`src/rtl/lfsr_stream.sv`:
```
// lfsr_stream: Galois-LFSR word generator with seed load, zero-seed substitution,
// configurable shifts per word and a valid/ready output FIFO.
module lfsr_stream #(
  parameter int                    DATA_WIDTH     = 16,
  parameter logic [DATA_WIDTH-1:0] POLY           = 16'hB400,
  parameter logic [DATA_WIDTH-1:0] DEFAULT_SEED   = 16'hACE1,
  parameter int                    STEPS_PER_WORD = 1,
  parameter int                    FIFO_DEPTH     = 4
) (
  input  logic                            clk,
  input  logic                            rst_n,
  input  logic [DATA_WIDTH-1:0]           seed_in,
  input  logic                            seed_valid,
  input  logic                            enable,
  output logic [DATA_WIDTH-1:0]           random_number,
  output logic                            random_number_valid,
  input  logic                            random_number_ready,
  output logic [$clog2(FIFO_DEPTH):0]     fifo_level,
  output logic                            seed_zero_err
);
  localparam int PW = $clog2(FIFO_DEPTH);
  localparam int LW = PW + 1;
  localparam int CW = STEPS_PER_WORD > 1 ? $clog2(STEPS_PER_WORD) : 1;
  localparam logic [CW-1:0] LAST_STEP = CW'(STEPS_PER_WORD - 1);
  localparam logic [LW-1:0] DEPTH = LW'(FIFO_DEPTH);
  typedef enum logic [1:0] {S_IDLE, S_GEN, S_FULL} state_e;
  state_e fsm_q, fsm_d;
  logic [DATA_WIDTH-1:0] lfsr_q, lfsr_d, lfsr_next;
  logic [CW-1:0] step_q, step_d;
  logic [PW-1:0] wr_q, wr_d, rd_q, rd_d;
  logic [LW-1:0] level_q, level_d;
  logic err_q, err_d;
  logic [DATA_WIDTH-1:0] mem_q [FIFO_DEPTH];
  logic empty, pop, adv, push;
  assign lfsr_next = (lfsr_q >> 1) ^ (lfsr_q[0] ? POLY : '0);
  assign empty = level_q == '0;
  // a seed load flushes the FIFO, so any pop in that cycle is dropped
  assign pop = !empty && random_number_ready && !seed_valid;
  assign adv = fsm_q == S_GEN && enable && !seed_valid && (level_q != DEPTH || pop);
  assign push = adv && step_q == LAST_STEP;
  always_comb begin
    lfsr_d = lfsr_q;
    step_d = step_q;
    wr_d = wr_q;
    rd_d = rd_q;
    level_d = level_q;
    fsm_d = fsm_q;
    err_d = 1'b0;
    if (seed_valid) begin
      lfsr_d = seed_in == '0 ? DEFAULT_SEED : seed_in;
      err_d = seed_in == '0;
      step_d = '0;
      wr_d = '0;
      rd_d = '0;
      level_d = '0;
      fsm_d = S_GEN;
    end else begin
      lfsr_d = adv ? lfsr_next : lfsr_q;
      step_d = adv ? (push ? '0 : step_q + CW'(1)) : step_q;
      wr_d = push ? wr_q + PW'(1) : wr_q;
      rd_d = pop ? rd_q + PW'(1) : rd_q;
      level_d = level_q + LW'(push) - LW'(pop);
      fsm_d = (fsm_q == S_GEN && push && !pop && level_q == DEPTH - LW'(1)) ? S_FULL :
              (fsm_q == S_FULL && pop) ? S_GEN : fsm_q;
    end
  end
  always_ff @(posedge clk or negedge rst_n) begin
    if (!rst_n) begin
      fsm_q <= S_IDLE;
      lfsr_q <= DEFAULT_SEED;
      step_q <= '0;
      wr_q <= '0;
      rd_q <= '0;
      level_q <= '0;
      err_q <= 1'b0;
    end else begin
      fsm_q <= fsm_d;
      lfsr_q <= lfsr_d;
      step_q <= step_d;
      wr_q <= wr_d;
      rd_q <= rd_d;
      level_q <= level_d;
      err_q <= err_d;
    end
  end
  // storage is deliberately unreset; level and pointers define what is live
  always_ff @(posedge clk) begin
    if (push) mem_q[wr_q] <= lfsr_next;
  end
  assign random_number = empty ? '0 : mem_q[rd_q];
  assign random_number_valid = !empty;
  assign fifo_level = level_q;
  assign seed_zero_err = err_q;
endmodule

```
`config.mk`:
```
export PLATFORM = sky130hd
export DESIGN_NAME = lfsr_stream
export DESIGN_NICKNAME = d
export VERILOG_FILES = /design/src/rtl/lfsr_stream.sv
export SDC_FILE = /design/constraint.sdc
export NUM_CORES = 1
export LEC_CHECK = 0
export CAP_MARGIN = 10
export CORE_ASPECT_RATIO = 0.9
export CORE_MARGIN = 4
export CORE_UTILIZATION = 45
export CTS_CLUSTER_DIAMETER = 60
export DETAILED_ROUTE_END_ITERATION = 12
export GPL_TIMING_DRIVEN = 0
export PLACE_DENSITY = 0.77
export SLEW_MARGIN = 10
export SYNTH_ARGS = -nofsm -noshare
export SYNTH_HDL_FRONTEND = slang
export SYNTH_SLANG_ARGS = --single-unit
```
`constraint.sdc`:
```
create_clock -name clk -period 2.8 [get_ports clk]
set_input_delay 0.42 -clock clk [delete_from_list [all_inputs] [get_ports clk]]
set_output_delay 0.42 -clock clk [all_outputs]
set_load 0.01 [all_outputs]
```
==> Yosys cells after proc, flatten, opt, wreduce, memory -nomap -nowiden <==
Memories as Yosys holds them, arrays and structs flattened.
Index checks and enable logic that the tools add are counted.
{ "word_totals": {"register_bits": 27, "mem_bits_rw": 64, "inputBits": 21, "output_inout_bits": 21, "wordCells": 58, "n_memories": 1} }
{ "op_classes": {"add_sub_neg": 5, "n_eq_ne": 4, "mux": 19, "bitwise": 2, "reduce_logical": 20} }
{ "memory_table": {"columns": ["name", "words", "word_bits", "rd", "rd_ports_with_merged_regs", "write_ports", "line_no", "rtl"], "rows": [
  ["mem_q", 4, 16, 1, 0, 1, "33", "logic [DATA_WIDTH-1:0] mem_q [FIFO_DEPTH];"]
]} }
{ "ops": {"columns": ["operator", "count"], "rows": [
  ["16-bit 2-to-1 mux", 5],
  ["16-bit logical NOT", 1],
  ["15-bit by 16-bit bitwise XOR with 16-bit output", 1],
  ["2-bit 2-to-1 mux", 7],
  ["1-bit logical AND", 10],
  ["1-bit 2-to-1 mux", 6],
  ["2-bit nonzero test", 3],
  ["2-bit by 1-bit adder with 2-bit output (second input constant)", 2],
  ["3-bit by 1-bit adder with 3-bit output", 1],
  ["3-bit by 2-bit == test with 1-bit output (second input constant)", 1],
  ["1-bit logical NOT", 3],
  ["3-bit logical NOT", 1],
  ["3-bit 2-to-1 mux", 1],
  ["3-bit != test (second input constant)", 1],
  ["3-bit nonzero test", 1],
  ["3-bit by 1-bit subtractor with 3-bit output", 1],
  ["2-bit by 1-bit == test with 1-bit output (second input constant)", 1],
  ["2-bit == test (second input constant)", 1],
  ["1-bit adder (second input constant)", 1],
  ["1-bit logical OR", 1],
  ["1-bit inverter", 1]
]} }

==> Longest topological paths before layout <==
{ "depth": {"depth_word": 12, "mapped_depth": 11} }

==> Worst setup path before layout <==
No wires, ideal clock.
{ "synth_path": {"path_kind": "register to register", "from": "reg level_q[2] (netlist: fifo_level[2])", "to": "reg level_q[2] (netlist: fifo_level[2])", "setup_ps": 86, "arrival_ps": 2256, "t_required_ps": 2714, "setup_slack_ps": 458, "path_stages_with_launch": 12, "path_buffers": 0, "period_less_slack_ps": 2342, "cell_sequence": "dfrtp_1 -> nor4b_2 -> nor3_1 -> inv_1 -> ha_1 -> inv_1 -> ha_1 -> inv_1 -> fa_1 -> xor2_1 -> and2_1 -> nor3_1"} }
{ "synth_via": {"elab_chain_cells": 10} }
{ "synth_lines": {"columns": ["element", "line_no", "rtl"], "rows": [
  ["from (decl)", "31", "logic [LW-1:0] level_q, level_d;"],
  ["from (signal assigned)", "82", "level_q <= level_d;"],
  ["3-bit logical NOT", "36", "assign empty = level_q == '0;"],
  ["1-bit logical NOT", "38", "assign pop = !empty && random_number_ready && !seed_valid;"],
  ["1-bit logical AND (2 in series)", "38", null],
  ["1-bit logical OR", "39", "assign adv = fsm_q == S_GEN && enable && !seed_valid && (level_q != DEPTH || pop);"],
  ["1-bit logical AND", "39", null],
  ["1-bit logical AND", "40", "assign push = adv && step_q == LAST_STEP;"],
  ["3-bit by 1-bit adder with 3-bit output", "62", "level_d = level_q + LW'(push) - LW'(pop);"],
  ["3-bit by 1-bit subtractor with 3-bit output (*)", "62", null],
  ["3-bit 2-to-1 mux (*)", "49", "if (seed_valid) begin"],
  ["named net level_d[2]", "31", null]
]} }
The timed path passes the listed nets; every way through them passes the cells marked *.
A chain may end at the register's enable or synchronous reset.

==> Final worst setup path <==
{ "layout_path": {"from": "reg rd_q[1]", "to": "out random_number[10]"} }
{ "layout_via": {"elab_chain_cells": 2} }
{ "layout_lines": {"columns": ["element", "line_no", "rtl"], "rows": [
  ["from (decl)", "30", "logic [PW-1:0] wr_q, wr_d, rd_q, rd_d;"],
  ["from (signal assigned)", "81", "rd_q <= rd_d;"],
  ["memory read 4 x 16 bit", null, null],
  ["16-bit 2-to-1 mux", "90", "assign random_number = empty ? '0 : mem_q[rd_q];"],
  ["to (decl)", "15", "output logic [DATA_WIDTH-1:0] random_number,"]
]} }
Every way passes these cells.

==> impl_metrics.json <==
{
  "post_cts_buffers": 0,
  "ctsResizeCount": 3,
  "firstDrtPassIters": 5,
  "finClkSkew_ns": 0.00646,
  "coreArea_um2": 8570,
  "yosys.cell_count.top_type": "edfxtp_1",
  "grt_antenna_before_repair": 0,
  "yosys-top-cells-area": "edfxtp_1, dfrtp_1, mux4_2",
  "clkPwrFrac_pct": 26.2,
  "cts_made_buffers": 9,
  "grt_pass1_wl_um": 13300,
  "syn_inst": 263,
  "drt-initial-drc-count": 270,
  "via_per_inst": 5.55,
  "hold_buffers": 0,
  "start_kind": "flip-flop",
  "drt-total-wl_um": 8160,
  "swShare_pct": 27.4,
  "synth_fp_nets": 291,
  "critPathRequiredTime_ns": 2.38,
  "fin_crit_sh_pct": 95.4,
  "synth_top_area_share_pct": 48.6,
  "outcome": "finished clean",
  "grt-ovfl-total": 0,
  "hold_class": "in2async",
  "ys_types": 40,
  "dp_hpwl_um": 5510,
  "maxCapViolations": 0,
  "arrival_ns": 2.25,
  "ir_drop_v": 0.000353,
  "cts_tree": "built",
  "root_buffer": "clkbuf_8",
  "ios": 42,
  "power_frac_comb_pct": 29.4,
  "synth_edf_count": 64,
  "post_drt_wl_per_cell_um": 18.6,
  "vias": 2431,
  "worst_slew_pin_slew_ns": 0.918,
  "seqPwrFrac_pct": 44.4,
  "clock_path_buffers": 2,
  "maxSlewHeadroom_pct": 38.8,
  "die-area_um2": 10300,
  "synth_top_area_cell": "edfxtp_1",
  "grt_usage_pct": 16.9,
  "cts.sinks": 91,
  "dp_slack_ns": -0.220,
  "leakagePower_nw": 1.66,
  "crit_fanout": 10,
  "use_met1_pct": 23.4,
  "die_height_um": 96.9,
  "yosys_most_used_dff": "edfxtp_1",
  "hold_viol_final": 0,
  "internal-power_w": 0.00275,
  "die_w_um": 107,
  "drc": 0,
  "io_buffers": 41,
  "fin_area_um2": 4760,
  "synth_area_um2": 3950,
  "synth_seq_cells": 91,
  "synthToLayoutAreaGrowth_pct": 20.4,
  "n_antenna_cell": 0,
  "timing.final.ws_setup_ns": 0.128,
  "fin_nets": 342,
  "grt_max_degree": 28,
  "grtUsageMet3_pct": 5.34,
  "avgSynthCellArea_um2": 15.0,
  "grt_pass1_vias": 2490,
  "report.final.slew_viol_count": 0,
  "grtUsageMet2_pct": 26.2,
  "rsz0062_at_grt": "no",
  "period_needed_ns": 2.67,
  "fmax_mhz": 374,
  "p_per_area_nw_per_um2": 795,
  "whs_ns": 0.0657,
  "critPathKind": "reg2out",
  "cts_max_level": 3,
  "placed_cell_area_um2": 4510,
  "place_congestion": 0.888,
  "ys_async_sr_fraction_pct": 29.7,
  "totalPowerFinal_w": 0.00379,
  "final_layout_size_suffix_gt1_share_pct": 17.9,
  "rows": 32,
  "grt_busiest_layer": "met2",
  "synthTopCellsByCount": "edfxtp_1, and2_1, dfrtp_1, mux4_2, o21ai_0",
  "ys_warn_count": 0,
  "p_sw_w": 0.00104,
  "cts.clk_slew.worst_paths_ns": 0.09,
  "initial_core_util_pct": 46.1,
  "worstSetupEndpointType": "output pin",
  "clkLatencyLatePin_ns": 0.35,
  "detail-route-antenna-nets": 0,
  "ys_seq_area_share_pct": 66.0,
  "setup_viol": 0
}
through the flow:
| stage | instances | util (%) | TNS (ns) |
|---|---|---|---|
| 2_1_floorplan | 263 | - | 0 |
| 3_3_place_gp | 423 | 52.7 | -0.193 |
| 3_5_place_dp | 423 | 52.7 | -0.224 |
| 4_1_cts | 438 | 55.5 | 0 |
| 5_1_grt | 438 | 55.6 | 0 |
| 6_report | 438 | 55.6 | 0 |
layer usage:
| layer | vias to the layer above | share of wire (%) |
|---|---|---|
| met5 | - | 0 |
| met4 | 0 | 1.2 |
| met2 | 108 | 49 |
| met1 | 1206 | 43 |
| met3 | 8 | 7.0 |
| li1 | 1109 | - |
power by group through the flow:
stage | clock network (W) | logic (W) | registers, W
floorplan | 0 | 0.000631 | 0.00168
global placement | 0 | 0.00109 | 0.00169
detailed placement | 0 | 0.00111 | 0.00170
CTS | 0.00101 | 0.00113 | 0.00168
global route | 0.00108 | 0.00122 | 0.00170
finish | 0.000993 | 0.00111 | 0.00168
cells in the final DEF (no fill, tap or decap), drive strengths merged, types with 7 or more instances in the layout:
cell type and n:
and2 21, o21ai 15, mux4 16, clkdlybuf4s50 40, edfxtp 64, dfrtp 19, dfstp 8, inv 14
clkbuf 16, nor2 13, a32oi 7, buf 12, a31oi 8, nand3 15
cell families after synthesis:
family | share of synthesized area [%]
buf+inv | 3.45
fa+ha+maj | 2.41
xor+xnor | 1.33
simple gates | 10.2
compound gates | 7.53
flops | 66.0
mux | 9.12
flip-flops by register name, summed over array words and instances (netlist names):
register and count:
rd_q 2, fsm_q 2, wr_q 2, fifo_level 3
lfsr_q 16, mem_q 64, step_q 1, seed_zero_err 1
critical path, stage by stage (launching register included):
cell	delay (ns)
dfrtp_1	0.32
buf_2	0.22
buf_2	0.35
mux4_2	0.37
and2_1	0.17
clkdlybuf4s50_1	0.47
final cells by class:
cell class	instances	area (µm²)
inverter	13	48.8
buffer	16	96.3
tap	119	149
timing repair buffer	41	405
sequential	91	2610
clock inverter	5	83.8
multi-input combinational	142	1220
clock buffer	11	151
fill	706	3810
path summary, 6_finish.rpt:
check	from	to	slack (ns)	depth (start not counted)
worst max-delay path	rd_q[1]$_DFFE_PN0P_	random_number[10]	0.13	5
worst min-delay path	rst_n	fifo_level[0]$_DFF_PN0_	0.07	1
worst max register to register	fifo_level[1]$_DFF_PN0_	fifo_level[2]$_DFF_PN0_	0.25	10
worst min register to register	lfsr_q[11]$_DFFE_PN1P_	lfsr_q[11]$_DFFE_PN1P_	0.53	2
max in group asynchronous	rst_n	lfsr_q[12]$_DFFE_PN0P_	2.34	1
min in group clk	lfsr_q[11]$_DFFE_PN1P_	lfsr_q[11]$_DFFE_PN1P_	0.53	2
Note: power is estimated with default switching activity, not from simulation.
